$ cat config.mk
export PLATFORM = sky130hd
export DESIGN_NAME = mem_x_streamer_flat
export DESIGN_NICKNAME = d
export VERILOG_FILES = /design/src/rtl/mem_x_streamer_if.sv /design/src/rtl/mem_x_streamer.sv /design/src/flat_wrapper.sv
export SDC_FILE = /design/constraint.sdc
export NUM_CORES = 1
export LEC_CHECK = 0
export BUFFER_PORTS_ARGS = -buffer_cell sky130_fd_sc_hd__buf_2
export CAP_MARGIN = 20
export CORE_MARGIN = 3
export CORE_UTILIZATION = 45
export CTS_CLUSTER_SIZE = 40
export DETAILED_ROUTE_END_ITERATION = 8
export PLACE_DENSITY = 0.7
export SYNTH_ARGS = -nofsm -noshare
export SYNTH_HDL_FRONTEND = slang
export SYNTH_SLANG_ARGS = --single-unit
$ cat constraint.sdc
create_clock -name clk -period 2.2 [get_ports clk]
set_input_delay 0.44 -clock clk [delete_from_list [all_inputs] [get_ports clk]]
set_output_delay 0.44 -clock clk [all_outputs]
set_load 0.05 [all_outputs]
$ cat src/rtl/mem_x_streamer_if.sv
// Memory read port plus the x-vector stream toward the LSTM datapath.
// master = streamer side, slave = memory/consumer side.
interface mem_x_streamer_if #(
  parameter int WIDTH = 32
);
  logic        [WIDTH-1:0] mem_addr;
  logic signed [WIDTH-1:0] mem_data;
  logic signed [WIDTH-1:0] x_data;
  logic                    x_valid;
  logic                    x_ready;
  logic        [WIDTH-1:0] x_feat;
  logic        [WIDTH-1:0] x_iter;
  logic                    x_last_feat;
  logic                    x_last_iter;

  modport master (
    output mem_addr,
    input  mem_data,
    output x_data, x_valid,
    input  x_ready,
    output x_feat, x_iter, x_last_feat, x_last_iter
  );

  modport slave (
    input  mem_addr,
    output mem_data,
    input  x_data, x_valid,
    output x_ready,
    input  x_feat, x_iter, x_last_feat, x_last_iter
  );
endinterface

$ cat src/rtl/mem_x_streamer.sv
// Read-side sequencer for the per-timestep LSTM input-vector memory.
// Walks addresses 0..NUM*NUM_ITERATIONS-1 in order, registers each word and
// presents it on a valid/ready stream tagged with feature/timestep indices.
module mem_x_streamer #(
  parameter int WIDTH          = 32,
  parameter int NUM            = 68,
  parameter int NUM_ITERATIONS = 8
) (
  input  logic                   clk,
  input  logic                   rst,
  input  logic                   start,
  input  logic                   abort,
  mem_x_streamer_if.master       bus,
  output logic                   busy,
  output logic                   done
);

  localparam logic [WIDTH-1:0] LAST_PTR  = WIDTH'(NUM * NUM_ITERATIONS - 1);
  localparam logic [WIDTH-1:0] FEAT_LAST = WIDTH'(NUM - 1);
  localparam logic [WIDTH-1:0] ITER_LAST = WIDTH'(NUM_ITERATIONS - 1);

  typedef enum logic [1:0] {S_IDLE, S_STREAM, S_DONE} state_t;

  state_t                  state_q;
  logic        [WIDTH-1:0] rd_ptr_q, feat_q, iter_q;
  logic        [WIDTH-1:0] rd_ptr_d, feat_d, iter_d;
  logic                    all_issued_q;
  logic signed [WIDTH-1:0] x_data_q;
  logic                    x_valid_q;
  logic        [WIDTH-1:0] x_feat_q, x_iter_q;
  logic                    x_last_feat_q, x_last_iter_q;
  logic                    busy_q, done_q;
  logic                    load, xfer;

  // Address comes straight from the running pointer; memory answers same cycle.
  assign bus.mem_addr    = rd_ptr_q;
  assign bus.x_data      = x_data_q;
  assign bus.x_valid     = x_valid_q;
  assign bus.x_feat      = x_feat_q;
  assign bus.x_iter      = x_iter_q;
  assign bus.x_last_feat = x_last_feat_q;
  assign bus.x_last_iter = x_last_iter_q;
  assign busy            = busy_q;
  assign done            = done_q;

  assign load = (state_q == S_STREAM) && (!x_valid_q || bus.x_ready) && !all_issued_q;
  assign xfer = x_valid_q && bus.x_ready;

  // Counter advance: feature wraps into timestep, pointer just increments.
  always_comb begin
    rd_ptr_d = rd_ptr_q + WIDTH'(1);
    feat_d   = feat_q + WIDTH'(1);
    iter_d   = iter_q;
    if (feat_q == FEAT_LAST) begin
      feat_d = '0;
      iter_d = iter_q + WIDTH'(1);
    end
  end

  // Sequencer FSM with registered stream outputs.
  always_ff @(posedge clk) begin
    if (!rst) begin
      state_q       <= S_IDLE;
      rd_ptr_q      <= '0;
      feat_q        <= '0;
      iter_q        <= '0;
      all_issued_q  <= 1'b0;
      x_data_q      <= '0;
      x_valid_q     <= 1'b0;
      x_feat_q      <= '0;
      x_iter_q      <= '0;
      x_last_feat_q <= 1'b0;
      x_last_iter_q <= 1'b0;
      busy_q        <= 1'b0;
      done_q        <= 1'b0;
    end else begin
      case (state_q)
        S_IDLE: begin
          x_valid_q <= 1'b0;
          done_q    <= 1'b0;
          if (start && !abort) begin
            state_q      <= S_STREAM;
            busy_q       <= 1'b1;
            rd_ptr_q     <= '0;
            feat_q       <= '0;
            iter_q       <= '0;
            all_issued_q <= 1'b0;
          end
        end

        S_STREAM: begin
          if (abort) begin
            // Cancel drops any word on the bus, handshake or not.
            state_q      <= S_IDLE;
            x_valid_q    <= 1'b0;
            busy_q       <= 1'b0;
            rd_ptr_q     <= '0;
            feat_q       <= '0;
            iter_q       <= '0;
            all_issued_q <= 1'b0;
          end else begin
            if (load) begin
              x_data_q      <= bus.mem_data;
              x_feat_q      <= feat_q;
              x_iter_q      <= iter_q;
              x_last_feat_q <= (feat_q == FEAT_LAST);
              x_last_iter_q <= (iter_q == ITER_LAST);
              x_valid_q     <= 1'b1;
              // Pointer parks on the last address once everything is issued.
              if (rd_ptr_q == LAST_PTR) begin
                all_issued_q <= 1'b1;
              end else begin
                rd_ptr_q <= rd_ptr_d;
                feat_q   <= feat_d;
                iter_q   <= iter_d;
              end
            end else if (xfer) begin
              x_valid_q <= 1'b0;
            end
            if (all_issued_q && xfer) begin
              state_q <= S_DONE;
              busy_q  <= 1'b0;
              done_q  <= 1'b1;
            end
          end
        end

        S_DONE: begin
          state_q   <= S_IDLE;
          done_q    <= 1'b0;
          x_valid_q <= 1'b0;
          busy_q    <= 1'b0;
          if (abort) begin
            rd_ptr_q     <= '0;
            feat_q       <= '0;
            iter_q       <= '0;
            all_issued_q <= 1'b0;
          end
        end

        default: begin
          state_q   <= S_IDLE;
          x_valid_q <= 1'b0;
          busy_q    <= 1'b0;
          done_q    <= 1'b0;
        end
      endcase
    end
  end

endmodule
$ cat src/flat_wrapper.sv
// flat-port wrapper written by rule: the top's interface ports become plain ports
module mem_x_streamer_flat 
#(
  parameter int WIDTH          = 32,
  parameter int NUM            = 68,
  parameter int NUM_ITERATIONS = 8
)
  (clk, rst, start, abort, busy, done, bus_mem_addr, bus_mem_data, bus_x_data, bus_x_valid, bus_x_ready, bus_x_feat, bus_x_iter, bus_x_last_feat, bus_x_last_iter);
  mem_x_streamer_if #(.WIDTH(WIDTH)) bus_i ();
  input  logic clk;
  input  logic rst;
  input  logic start;
  input  logic abort;
  output logic busy;
  output logic done;
  output wire logic [$bits(bus_i.mem_addr)-1:0] bus_mem_addr;
  input wire logic [$bits(bus_i.mem_data)-1:0] bus_mem_data;
  output wire logic [$bits(bus_i.x_data)-1:0] bus_x_data;
  output wire logic [$bits(bus_i.x_valid)-1:0] bus_x_valid;
  input wire logic [$bits(bus_i.x_ready)-1:0] bus_x_ready;
  output wire logic [$bits(bus_i.x_feat)-1:0] bus_x_feat;
  output wire logic [$bits(bus_i.x_iter)-1:0] bus_x_iter;
  output wire logic [$bits(bus_i.x_last_feat)-1:0] bus_x_last_feat;
  output wire logic [$bits(bus_i.x_last_iter)-1:0] bus_x_last_iter;
  assign bus_mem_addr = bus_i.mem_addr;
  assign bus_i.mem_data = bus_mem_data;
  assign bus_x_data = bus_i.x_data;
  assign bus_x_valid = bus_i.x_valid;
  assign bus_i.x_ready = bus_x_ready;
  assign bus_x_feat = bus_i.x_feat;
  assign bus_x_iter = bus_i.x_iter;
  assign bus_x_last_feat = bus_i.x_last_feat;
  assign bus_x_last_iter = bus_i.x_last_iter;
  mem_x_streamer #(.WIDTH(WIDTH), .NUM(NUM), .NUM_ITERATIONS(NUM_ITERATIONS)) u_core (.clk(clk), .rst(rst), .start(start), .abort(abort), .bus(bus_i), .busy(busy), .done(done));
endmodule
* Yosys cells after proc, flatten, opt, wreduce, memory -nomap -nowiden
Cells that the tools add are included. W data, S select, Z words.
Storage, ports and cells: register bits 200, word-level logic and storage cells 83, input bits 37, output and inout bits 133
Operators by class: $add $sub $neg 3, reductions and logical operators 20, equal/unequal tests 12, bitwise operators 3, multiplexer cells 32
Operators with widths (count):
- $mux W32 | 13
- $pmux W32 S3 | 3
- $add A32 B1 Y32 const B | 3
- $eq A32 B10 Y1 const B | 1
- $eq A32 B3 Y1 const B | 1
- $eq A32 B7 Y1 const B | 1
- $ne A3 B3 Y1 const B | 4
- $mux W1 | 10
- $reduce_and A5 Y1 | 2
- $mux W2 | 3
- $reduce_and A2 Y1 | 3
- $reduce_and A6 Y1 | 1
- $logic_and A1 B1 Y1 | 5
- $pmux W2 S2 | 1
- $logic_not A1 Y1 | 3
- $ne A3 B2 Y1 const B | 1
- $not A1 Y1 | 3
- $pmux W1 S3 | 1
- $reduce_and A3 Y1 | 1
- $reduce_bool A3 Y1 | 1
- $reduce_or A3 Y1 | 1
- $eq A2 B1 Y1 const B | 1
- $eq A2 B2 Y1 const B | 1
- $logic_not A2 Y1 | 1
- other kinds (5) | 5

* Depth between registers and ports, before layout
Gate-level depths: netlist (run 1).
depth after elaboration 7, gate-level depth with buffers 9, gate-level depth less buffers 7

* Least setup slack after synthesis (run 1)
OpenSTA, ideal clock, no wires.
kind register to register, from register u_core.rd_ptr_q[12] (netlist: u_core.bus.mem_addr[12]), to register u_core.rd_ptr_q[27] (netlist: u_core.bus.mem_addr[27]), slack -0.256 ns, path buffers 2, clock period less this slack 2.456 ns, arrival 2.386 ns, cell stages (with the launch flop) 8, required time 2.130 ns, cell sequence dfxtp_1 nand4_2 or4_1 buf_2 or2_0 clkbuf_2 or4_1 a21oi_1
On the way: longest elaborated chain between the ends 5, elaborated cells between the ends (all ways) 8
Ends and longest elaborated chain:
- start: declaration | RTL line mem_x_streamer.sv:25 | logic [WIDTH-1:0] rd_ptr_q, feat_q, iter_q;
- start signal: assignment | RTL line mem_x_streamer.sv:113 | rd_ptr_q <= rd_ptr_d;
- $add A32 B1 Y32 | RTL line mem_x_streamer.sv:51 | rd_ptr_d = rd_ptr_q + WIDTH'(1);
- $mux W32 | RTL line mem_x_streamer.sv:110 | if (rd_ptr_q == LAST_PTR) begin
- $mux W32 | RTL line mem_x_streamer.sv:102 | if (load) begin
- $mux W32 | RTL line mem_x_streamer.sv:92 | if (abort) begin
- $pmux W32 S3 | RTL line mem_x_streamer.sv:77 | case (state_q)
Parallel ways exist; a longest one is shown, timed or not. The select of a mux whose other input is x is not followed. A chain may end at the register's enable or synchronous reset.

* Worst setup path in the final report (run 1)
from register u_core.rd_ptr_q[0] (netlist: u_core.bus.mem_addr[0]), to register u_core.iter_q[3]
On the way: longest elaborated chain between the ends 3
Ends and longest elaborated chain:
- $eq A32 B10 Y1 | RTL line mem_x_streamer.sv:110
- $ne A3 B3 Y1 (no line)
- $reduce_and A6 Y1 (no line)
- end signal: assignment | RTL line mem_x_streamer.sv:115 | iter_q <= iter_d;
- end: declaration | RTL line mem_x_streamer.sv:25
Every way passes these cells.

==> flow_summary.ini, run 1 <==
[detailed_routing]
drt_iter0_markers = 577
final_antenna_net_count = 0
postRouteWirelength_um = 23600
via_per_inst = 5.52
drc = 0
first_pass_iters = 5
vias = 8568
post_drt_wl_per_cell_um = 15.2

[cells_and_area]
drive_gt1_share_pct = 27.8
instances_no_fill = 1551
fill_cells = 1659
fin_nets = 1349
diodes = 0
area_growth_pct = 30.4

[power]
finalPower_w = 0.00735
ir_drop_mv = 0.546
sw_frac_of_total_pct = 22.8
switchingPower_w = 0.00167
powerDensity_nw_per_um2 = 660
leakagePower_nw = 4.30
pwr-share-clk_pct = 45.8
pwr-share-seq_pct = 49.2
p_int_w = 0.00568
p_comb_share_pct = 5.0

[worst_setup_path]
required_ps = 2560
max_stage_delay_ps = 490
end_kind = flip-flop
crit_chain = ha_2 > and3_4 > nand4_1 > buf_4 > o211ai_1 > buf_4 > buf_4 > or4_1 > a21oi_2
start_kind = flip-flop
crit_family = simple AND/OR/NAND/NOR gates
crit_fanout = 6
crit_path_top_delay_cell = or4_1
path_class = flip-flop to flip-flop
critPathBufInv = 3
cpMostUsedCell = buf_4
cp.arrival_ps = 2480

[die]
core_area_um2 = 18300
die_h_um = 144
initial_utilization_pct = 46.7
rows = 49
die-area_um2 = 20700
boundaryPins = 170
die_x_um = 144

[synthesis]
synth_cell_type_count = 52
syn_inst = 1087
yosysSeqAreaShare_pct = 46.7
syn_nets = 1127
ys_warn_count = 0
syn_avg_cell_area_um2 = 7.85
yosys_register_bits = 199
synth-edff-count = 0
synthArstFlopShare_pct = 0
synth_ff_type = dfxtp_1
synth_area_um2 = 8540

[clock_tree]
ctsLongestPathBuffers = 2
h-tree-depth = 4
numCtsBuffers = 17
clk-insertion-delay-late_ps = 430
cts_tree = yes
clk_pin_slew_worst_paths_ps = 70
cts.sinks = 199
cts-root-buf = clkbuf_16

[place]
dp_hpwl_um = 16800
io_buffer_count = 169
gp_congestion = 0.872
dpl.cell_count = 1518
pre_cts_ws_ps = -22.0

[global_routing]
antenna_found_initial = 0
grt_pass1_wl_um = 38600
grt_usage_pct = 22.6
grt_pass1_vias = 7880
grt_start_max_net_pins = 79
gr-total-overflow = 0

[timing]
slew_viol_final = 0
hold_viol_final = 0
finalSetupTns_ps = 0
rsz0062_at_grt = yes
clock_skew_ps = 12.7
layout_min_cycle_time_ps = 2120
fmax_mhz = 471
tightestPinTransition_ps = 711
relSlewSlack_pct = 52.6
fin_crit_sh_pct = 96.5
worst_slack_ps = 78.0
finalSetupViolations = 0

[job]
cap_viol_max_count = 0

[hold_path]
hold_class = input port to flip-flop

[status]
status = complete, no violations
==> path summary, 6_finish.rpt <==
kind	start	to	slack, ps	cells after the start
max	u_core.bus.mem_addr[0]	u_core.iter_q[3]	80	9
min	bus_mem_data[23]	u_core.bus.x_data[23]	240	3
min reg2reg	u_core.bus.x_iter[17]	u_core.bus.x_iter[17]	450	2
max reg2reg	u_core.bus.mem_addr[0]	u_core.iter_q[3]	80	9
==> metrics by stage <==
step                      area (µm²)  hold slack [ps]  utilization, %
after floorplan                 8580              454               -
final                          11100              242            60.9
after global placement         10400              438            56.7
after CTS                      11000              227            60.2
after global routing           11100              232            60.9
after detailed placement       10400              443            56.7
==> sequential cells by signal (all words and copies together) (netlist names) <==
register,count
u_core.feat_q,32
u_core.bus.mem_addr,32
u_core.iter_q,32
u_core.state_q,2
u_core.bus.x_data,32
u_core.bus.x_valid,1
u_core.bus.x_last_feat,1
u_core.done,1
u_core.bus.x_iter,32
u_core.all_issued_q,1
u_core.bus.x_feat,32
u_core.bus.x_last_iter,1
==> what timing repair did <==
item / in CTS / in global routing
gates resized for setup: 3 / 25
setup endpoints to repair: 2 / 61
endpoints found under the hold margin: 0 / 0
buffers inserted: 0 / 1
pin swaps: 0 / 6
hold buffers: 0 / 0
==> cells in the final DEF (no fill, tap or decap), drive strengths merged, types with 11 or more instances in the layout <==
cell / count
buf: 277
nor3: 31
nor2: 74
nand2: 237
o21ai: 40
or3: 15
a31oi: 11
inv: 15
and3: 17
clkbuf: 22
nand3: 49
nor4: 39
dfxtp: 199
xnor2: 40
and4: 11
nand4: 33
a21oi: 130
==> kinds of logic (layout without fill, tap and decap cells) <==
| family | Yosys count | after routing | synth area share, % |
|---|---|---|---|
| AND/OR/NAND/NOR | 537 | 537 | 30.1 |
| AO/OA/AOI/OAI | 212 | 212 | 13.6 |
| flip-flops | 199 | 199 | 46.7 |
| buffers and inverters | 85 | 320 | 3.91 |
| XOR/XNOR | 48 | 48 | 4.92 |
| adder cells (fa/ha/maj) | 3 | 3 | 0.440 |
| multiplexers | 3 | 3 | 0.352 |
==> power by group through the flow <==
stage | registers [W] | logic, W | clock network [W]
after floorplan | 0.00376 | 0.000153 | 0
after global placement | 0.00370 | 0.000361 | 0
after detailed placement | 0.00370 | 0.000363 | 0
after CTS | 0.00362 | 0.000365 | 0.00342
after global routing | 0.00362 | 0.000396 | 0.00358
final | 0.00362 | 0.000367 | 0.00336
==> metal layers <==
layer  vias up  share of wire (%)  GRT usage [%]
li1       4261                  -              -
met1      4019                 46           31.0
met2       262                 47           37.1
met3        26                5.3           3.93
met4         0                1.3           5.60
met5         -                  0              0
==> synth_stat cells, types with 2 or more instances <==
cell	count	area share (%)
nor2_1	73	3.2
nand2b_1	3	0.22
and3_1	16	1.2
ha_1	3	0.44
o21a_1	4	0.35
nor3_2	2	0.23
a22oi_1	3	0.26
o21ai_0	39	2.3
nand4_1	32	2.3
or3b_2	2	0.21
or3_1	15	1.1
a41oi_1	4	0.41
inv_1	11	0.48
or4_1	8	0.70
mux2i_1	3	0.35
xnor2_1	40	4.1
and2_1	5	0.37
a31oi_1	11	0.81
nor4_1	39	2.9
buf_2	11	0.64
and4_1	11	1.1
nor2b_1	2	0.15
o211ai_1	3	0.26
nand4b_1	3	0.31
nor3_1	29	1.7
buf_1	5	0.22
o31ai_1	8	0.70
nand3_1	49	2.9
nor4b_1	4	0.41
a21oi_1	130	7.6
clkbuf_1	57	2.5
xor2_1	8	0.82
nand2_1	237	10
dfxtp_1	199	47
==> worst reg2reg max path, delay by kind of cell, from the launching register on <==
| family | cells | cell delay (ps) |
|---|---|---|
| AO/OA/AOI/OAI | 2 | 200 |
| adder cells (fa/ha/maj) | 1 | 190 |
| buffers and inverters | 3 | 460 |
| flip-flops | 1 | 370 |
| AND/OR/NAND/NOR | 3 | 820 |
==> layout make-up <==
| cell class | count | area, µm² | share of cell area [%] |
|---|---|---|---|
| tap | 229 | 287 | 2.57 |
| timing repair buffer | 277 | 1740 | 15.7 |
| inverter | 11 | 42.5 | 0.382 |
| clock inverter | 10 | 153 | 1.37 |
| sequential | 199 | 4030 | 36.2 |
| multi-input combinational | 803 | 4390 | 39.4 |
| clock buffer | 22 | 487 | 4.37 |
Note: power is estimated with default switching activity, not from simulation.
==> run 2, diff against run 1 <==
--- a/config.mk
+++ b/config.mk
@@ -11,6 +11,7 @@
 export CORE_UTILIZATION = 45
 export CTS_CLUSTER_SIZE = 40
 export DETAILED_ROUTE_END_ITERATION = 8
+export GPL_TIMING_DRIVEN = 0
 export PLACE_DENSITY = 0.7
 export SYNTH_ARGS = -nofsm -noshare
 export SYNTH_HDL_FRONTEND = slang
==> run 2 against run 1 <==
First-iteration DRC count increased by 9.9%; clock skew down 2.3 ps; sequential cell count unchanged; global-route usage up 1.1 points; register-to-register slack worse by 50 ps; sequential share of layout area is 1.2 points higher; clock power down 5%; worst setup slack worse by 50 ps.
==> flow_summary.ini, run 2 (synthesized netlist as in run 1, its figures left out) <==
[cells_and_area]
fin_nets = 1332
mostFrequentLayoutCell = nand2_1
fill_cells = 1691
layout_common_cells = nand2_1 (236), buf_2 (175), dfxtp_1 (165)
instances_no_fill = 1534
fin_util_pct = 59.5
drive_gt1_share_pct = 26.1
area_growth_pct = 27.2
diodes = 0

[clock_tree]
cts_tree = yes
cts-root-buf = clkbuf_16
clk_pin_slew_worst_paths_ps = 70
h-tree-depth = 4
ctsLongestPathBuffers = 2
numCtsBuffers = 17
cts.sinks = 199
clk-insertion-delay-late_ps = 440

[detailed_routing]
final_antenna_net_count = 0
vias = 8590
m1WireLength_um = 11200
postRouteWirelength_um = 25300
wl_met3_um = 1810
wl_met2_um = 11900
first_pass_iters = 5
top_layer_used = met4
via_per_inst = 5.60
drc = 0
post_drt_wl_per_cell_um = 16.5
drt_iter0_markers = 634

[die]
die-area_um2 = 20700
boundaryPins = 170
core_area_um2 = 18300
die_x_um = 144
rows = 49
die_h_um = 144
initial_utilization_pct = 46.7

[status]
status = complete, no violations

[global_routing]
gr-total-overflow = 0
grt_pass1_wl_um = 39500
grt_pass1_vias = 7894
antenna_found_initial = 0
grt_usage_pct = 23.6
grt_start_max_net_pins = 18

[place]
dp_hpwl_um = 17600
io_buffer_count = 168
gp_congestion = 0.938
dpl.cell_count = 1484

[job]
cap_viol_max_count = 0

[timing]
slew_viol_final = 0
fmax_mhz = 460
fin_crit_sh_pct = 98.7
clock_skew_ps = 10.3
tightestPinTransition_ps = 581
holdWs_ps = 237
layout_min_cycle_time_ps = 2170
relSlewSlack_pct = 61.3
hold_viol_final = 0
finalSetupViolations = 0

[worst_setup_path]
path_class = flip-flop to flip-flop
crit_fanout = 10
cp.arrival_ps = 2490
required_ps = 2520
start_kind = flip-flop
end_kind = flip-flop

[power]
powerDensity_nw_per_um2 = 660
ir_drop_mv = 0.603
finalPower_w = 0.00717
leakagePower_nw = 4.13

[hold_path]
hold_class = input port to flip-flop
## run 2: cell type report
| class | instances | area (µm²) | share of cell area, % |
|---|---|---|---|
| well taps | 229 | 287 | 2.64 |
| inverters | 11 | 41.3 | 0.380 |
| clock buffers | 22 | 497 | 4.57 |
| plain buffers | 69 | 344 | 3.17 |
| clock inverters | 10 | 106 | 0.979 |
| flip-flops and latches | 199 | 4060 | 37.4 |
| multi-input cells | 803 | 4510 | 41.5 |
| repair buffers | 191 | 1020 | 9.36 |
## run 2: metrics by stage
| stage | setup slack (ps) | area, µm² | TNS, ps |
|---|---|---|---|
| 2_1_floorplan | 0.0882 | 8580 | 0 |
| 3_3_place_gp | -620 | 9710 | -74690 |
| 3_5_place_dp | -615 | 9710 | -76230 |
| 4_1_cts | 2.35 | 10600 | 0 |
| 5_1_grt | -75.3 | 10900 | -605 |
| 6_report | 28.4 | 10900 | 0 |
## run 2: critical path, stage by stage (launching register included)
cell and delay (ps):
dfxtp_1 360, nor4b_2 390, nand4_1 140, buf_4 190, o211a_1 210, buf_4 180
clkbuf_4 210, nand3_1 130, mux2i_1 180, nand2_1 70
## run 2: path summary, 6_finish.rpt
path	slack, ps	cells past startpoint	start	endpoint
min	240	3	bus_mem_data[22]	u_core.bus.x_data[22]
max reg2reg	30	9	u_core.bus.mem_addr[31]	u_core.iter_q[14]
min reg2reg	450	2	u_core.bus.x_iter[19]	u_core.bus.x_iter[19]
max	30	9	u_core.bus.mem_addr[31]	u_core.iter_q[14]
## run 2: timing repair
action | CTS | global route
pin swaps | 9 | 15
buffers inserted | 11 | 12
cloned | 0 | 0
gates resized for setup | 61 | 73
hold buffers | 0 | 0
endpoints found under the setup margin | 187 | 157
## run 2: power by group
| part | total [W] | internal (W) | switching (W) |
|---|---|---|---|
| clock | 0.00320 | 0.00176 | 0.00144 |
| combinational | 0.000360 | 0.0000915 | 0.000268 |
| sequential | 0.00361 | 0.00360 | 0.0000115 |
## run 2: metal layers
layer / track usage [%] / vias up
li1: - / 4226
met1: 31.3 / 4009
met2: 38.6 / 323
met3: 5.16 / 32
met4: 7.38 / 0
met5: 0 / -
==> run 3, diff against run 2 <==
--- a/config.mk
+++ b/config.mk
@@ -11,7 +11,6 @@
 export CORE_UTILIZATION = 45
 export CTS_CLUSTER_SIZE = 40
 export DETAILED_ROUTE_END_ITERATION = 8
-export GPL_TIMING_DRIVEN = 0
 export PLACE_DENSITY = 0.7
 export SYNTH_ARGS = -nofsm -noshare
 export SYNTH_HDL_FRONTEND = slang
==> constraint.sdc (replaced) <==
create_clock -name clk -period 1.75 [get_ports clk]
set_input_delay 0.35 -clock clk [delete_from_list [all_inputs] [get_ports clk]]
set_output_delay 0.35 -clock clk [all_outputs]
set_load 0.05 [all_outputs]
==> run 3 against run 2 <==
The flow now finishes with violations (setup timing); register-to-register slack lost 460 ps; combinational power grew 97%; design area rose by 26%; worst hold slack got worse by 98 ps; power is 32% higher; cell count rose by 10%; critical path depth unchanged; wire length increased by 28%; clock-buffer cell count fell by 2; sequential cell count unchanged; via count grew 16%; critical path type unchanged; critical endpoint is now u_core.feat_q[21]; largest cell class unchanged; largest power group unchanged.
==> flow_summary.ini, run 3 (synthesized netlist as in run 1, its figures left out) <==
[detailed_routing]
final_antenna_net_count = 0
drt_iter0_markers = 795
vias = 9929
post_drt_wl_per_cell_um = 19.1
via_per_inst = 5.86
first_pass_iters = 6
drc = 0
postRouteWirelength_um = 32300

[place]
io_buffer_count = 169
gp_congestion = 0.934
dp_hpwl_um = 18300

[cells_and_area]
area_growth_pct = 59.9
diodes = 0
fin_nets = 1493
layout_common_cells = nand2_1 (231), buf_4 (195), buf_2 (169)
mostFrequentLayoutCell = nand2_1
drive_gt1_share_pct = 44.9
fill_cells = 1229

[die]
die-area_um2 = 20700
die_x_um = 144
rows = 49
core_area_um2 = 18300
initial_utilization_pct = 46.7
boundaryPins = 170
die_h_um = 144

[worst_setup_path]
cpMostUsedCell = buf_4
max_stage_delay_ps = 380
path_class = flip-flop to flip-flop
reg2reg_from = u_core.bus.mem_addr[5]
rrSetupSlack_ps = -430
crit_path_top_delay_cell = dfxtp_4
crit_chain = nor4b_4 > nand4_1 > buf_4 > nor3_4 > buf_6 > buf_4 > nor4_2 > xnor2_1 > nor2_4
start_kind = flip-flop
end_kind = flip-flop
cp.arrival_ps = 2510
reg2reg_depth = 9
r2r-end = u_core.feat_q[21]
crit_fanout = 5
required_ps = 2070

[timing]
clock_skew_ps = 13.8
slew_viol_final = 0
finalSetupTns_ps = -25880
finalSetupViolations = 99
rsz0062_at_grt = yes
tightestPinTransition_ps = 548
worst_slack_ps = -433
fin_crit_sh_pct = 125
fmax_mhz = 458
hold_viol_final = 0
layout_min_cycle_time_ps = 2180
relSlewSlack_pct = 63.3

[clock_tree]
clk-insertion-delay-late_ps = 440
ctsLongestPathBuffers = 2
clk_pin_slew_worst_paths_ps = 80
numCtsBuffers = 17
cts_tree = yes
cts_hold_buf = 0
cts.sinks = 199
h-tree-depth = 4
cts-root-buf = clkbuf_16

[power]
finalPower_w = 0.00945
ir_drop_mv = 0.732
leakagePower_nw = 5.44
powerDensity_nw_per_um2 = 692

[hold_path]
hold_class = input port to flip-flop
min_path_cells = 3
worstHoldStart = bus_mem_data[19]
holdPathEnd = u_core.bus.x_data[19]

[job]
cap_viol_max_count = 0

[status]
status = finished with violations
violations = setup timing

[global_routing]
grt_usage_pct = 25.9
grt_start_max_net_pins = 69
grt_pass1_vias = 8753
gr-total-overflow = 0
antenna_found_initial = 0
grt_pass1_wl_um = 43700
## run 3: worst max-delay path by stage
stage                                 start  slack (ps)                 endpoint
floorplan           u_core.bus.mem_addr[11]        -360  u_core.bus.mem_addr[27]
global placement    u_core.bus.mem_addr[18]        -450        u_core.feat_q[29]
detailed placement  u_core.bus.mem_addr[18]        -490        u_core.feat_q[21]
CTS                 u_core.bus.mem_addr[26]        -290        u_core.feat_q[26]
global route         u_core.bus.mem_addr[5]        -510        u_core.feat_q[14]
finish               u_core.bus.mem_addr[5]        -430        u_core.feat_q[21]
## run 3: final cells by class
cell class	instances	area [µm²]	area share, %
Clock buffer	20	478	3.50
Clock inverter	12	153	1.12
Inverter	11	42.5	0.312
Multi-Input combinational cell	803	5300	38.8
Sequential cell	199	4090	30.0
Tap cell	229	287	2.10
Timing Repair Buffer	421	3300	24.2
## run 3: layer usage
metal  global-route usage (%)  vias to the layer above  wire length [µm]
met4                     9.17                        0              1580
met2                     43.6                      583             15500
met1                     33.5                     4661             12600
met5                        0                        -                 0
met3                     4.36                      139              2610
li1                         -                     4546                 -
## run 3: what timing repair did
| item | CTS | global route |
|---|---|---|
| endpoints found under the setup margin | 96 | 176 |
| pin swaps | 36 | 60 |
| hold endpoints to repair | 0 | 0 |
| gates resized for setup | 83 | 144 |
| setup buffers | 11 | 27 |
| gates cloned | 5 | 13 |
## run 3: per-stage QoR
step                      instances  worst slack (ps)  hold WS, ps  instance area [µm²]  utilization (%)
after global routing           1695              -506          134                13700             74.7
after detailed placement       1612              -486          443                11400             62.5
final                          1695              -433          139                13700             74.7
after global placement         1612              -450          439                11400             62.5
after CTS                      1660              -290          132                12600             69.1
after floorplan                1087              -359          419                 9040                -
## run 3: power breakdown
group	total, W	internal, W	switching (W)
sequential	0.00452	0.00451	0.0000112
clock	0.00421	0.00232	0.00189
combinational	0.000708	0.000278	0.000430
## run 3: worst max-delay path, delay by kind of cell, from the launching register on
kind / cells / cell delay, ps
simple gates: 5 / 840
buf+inv: 3 / 470
flops: 1 / 380
xor+xnor: 1 / 370
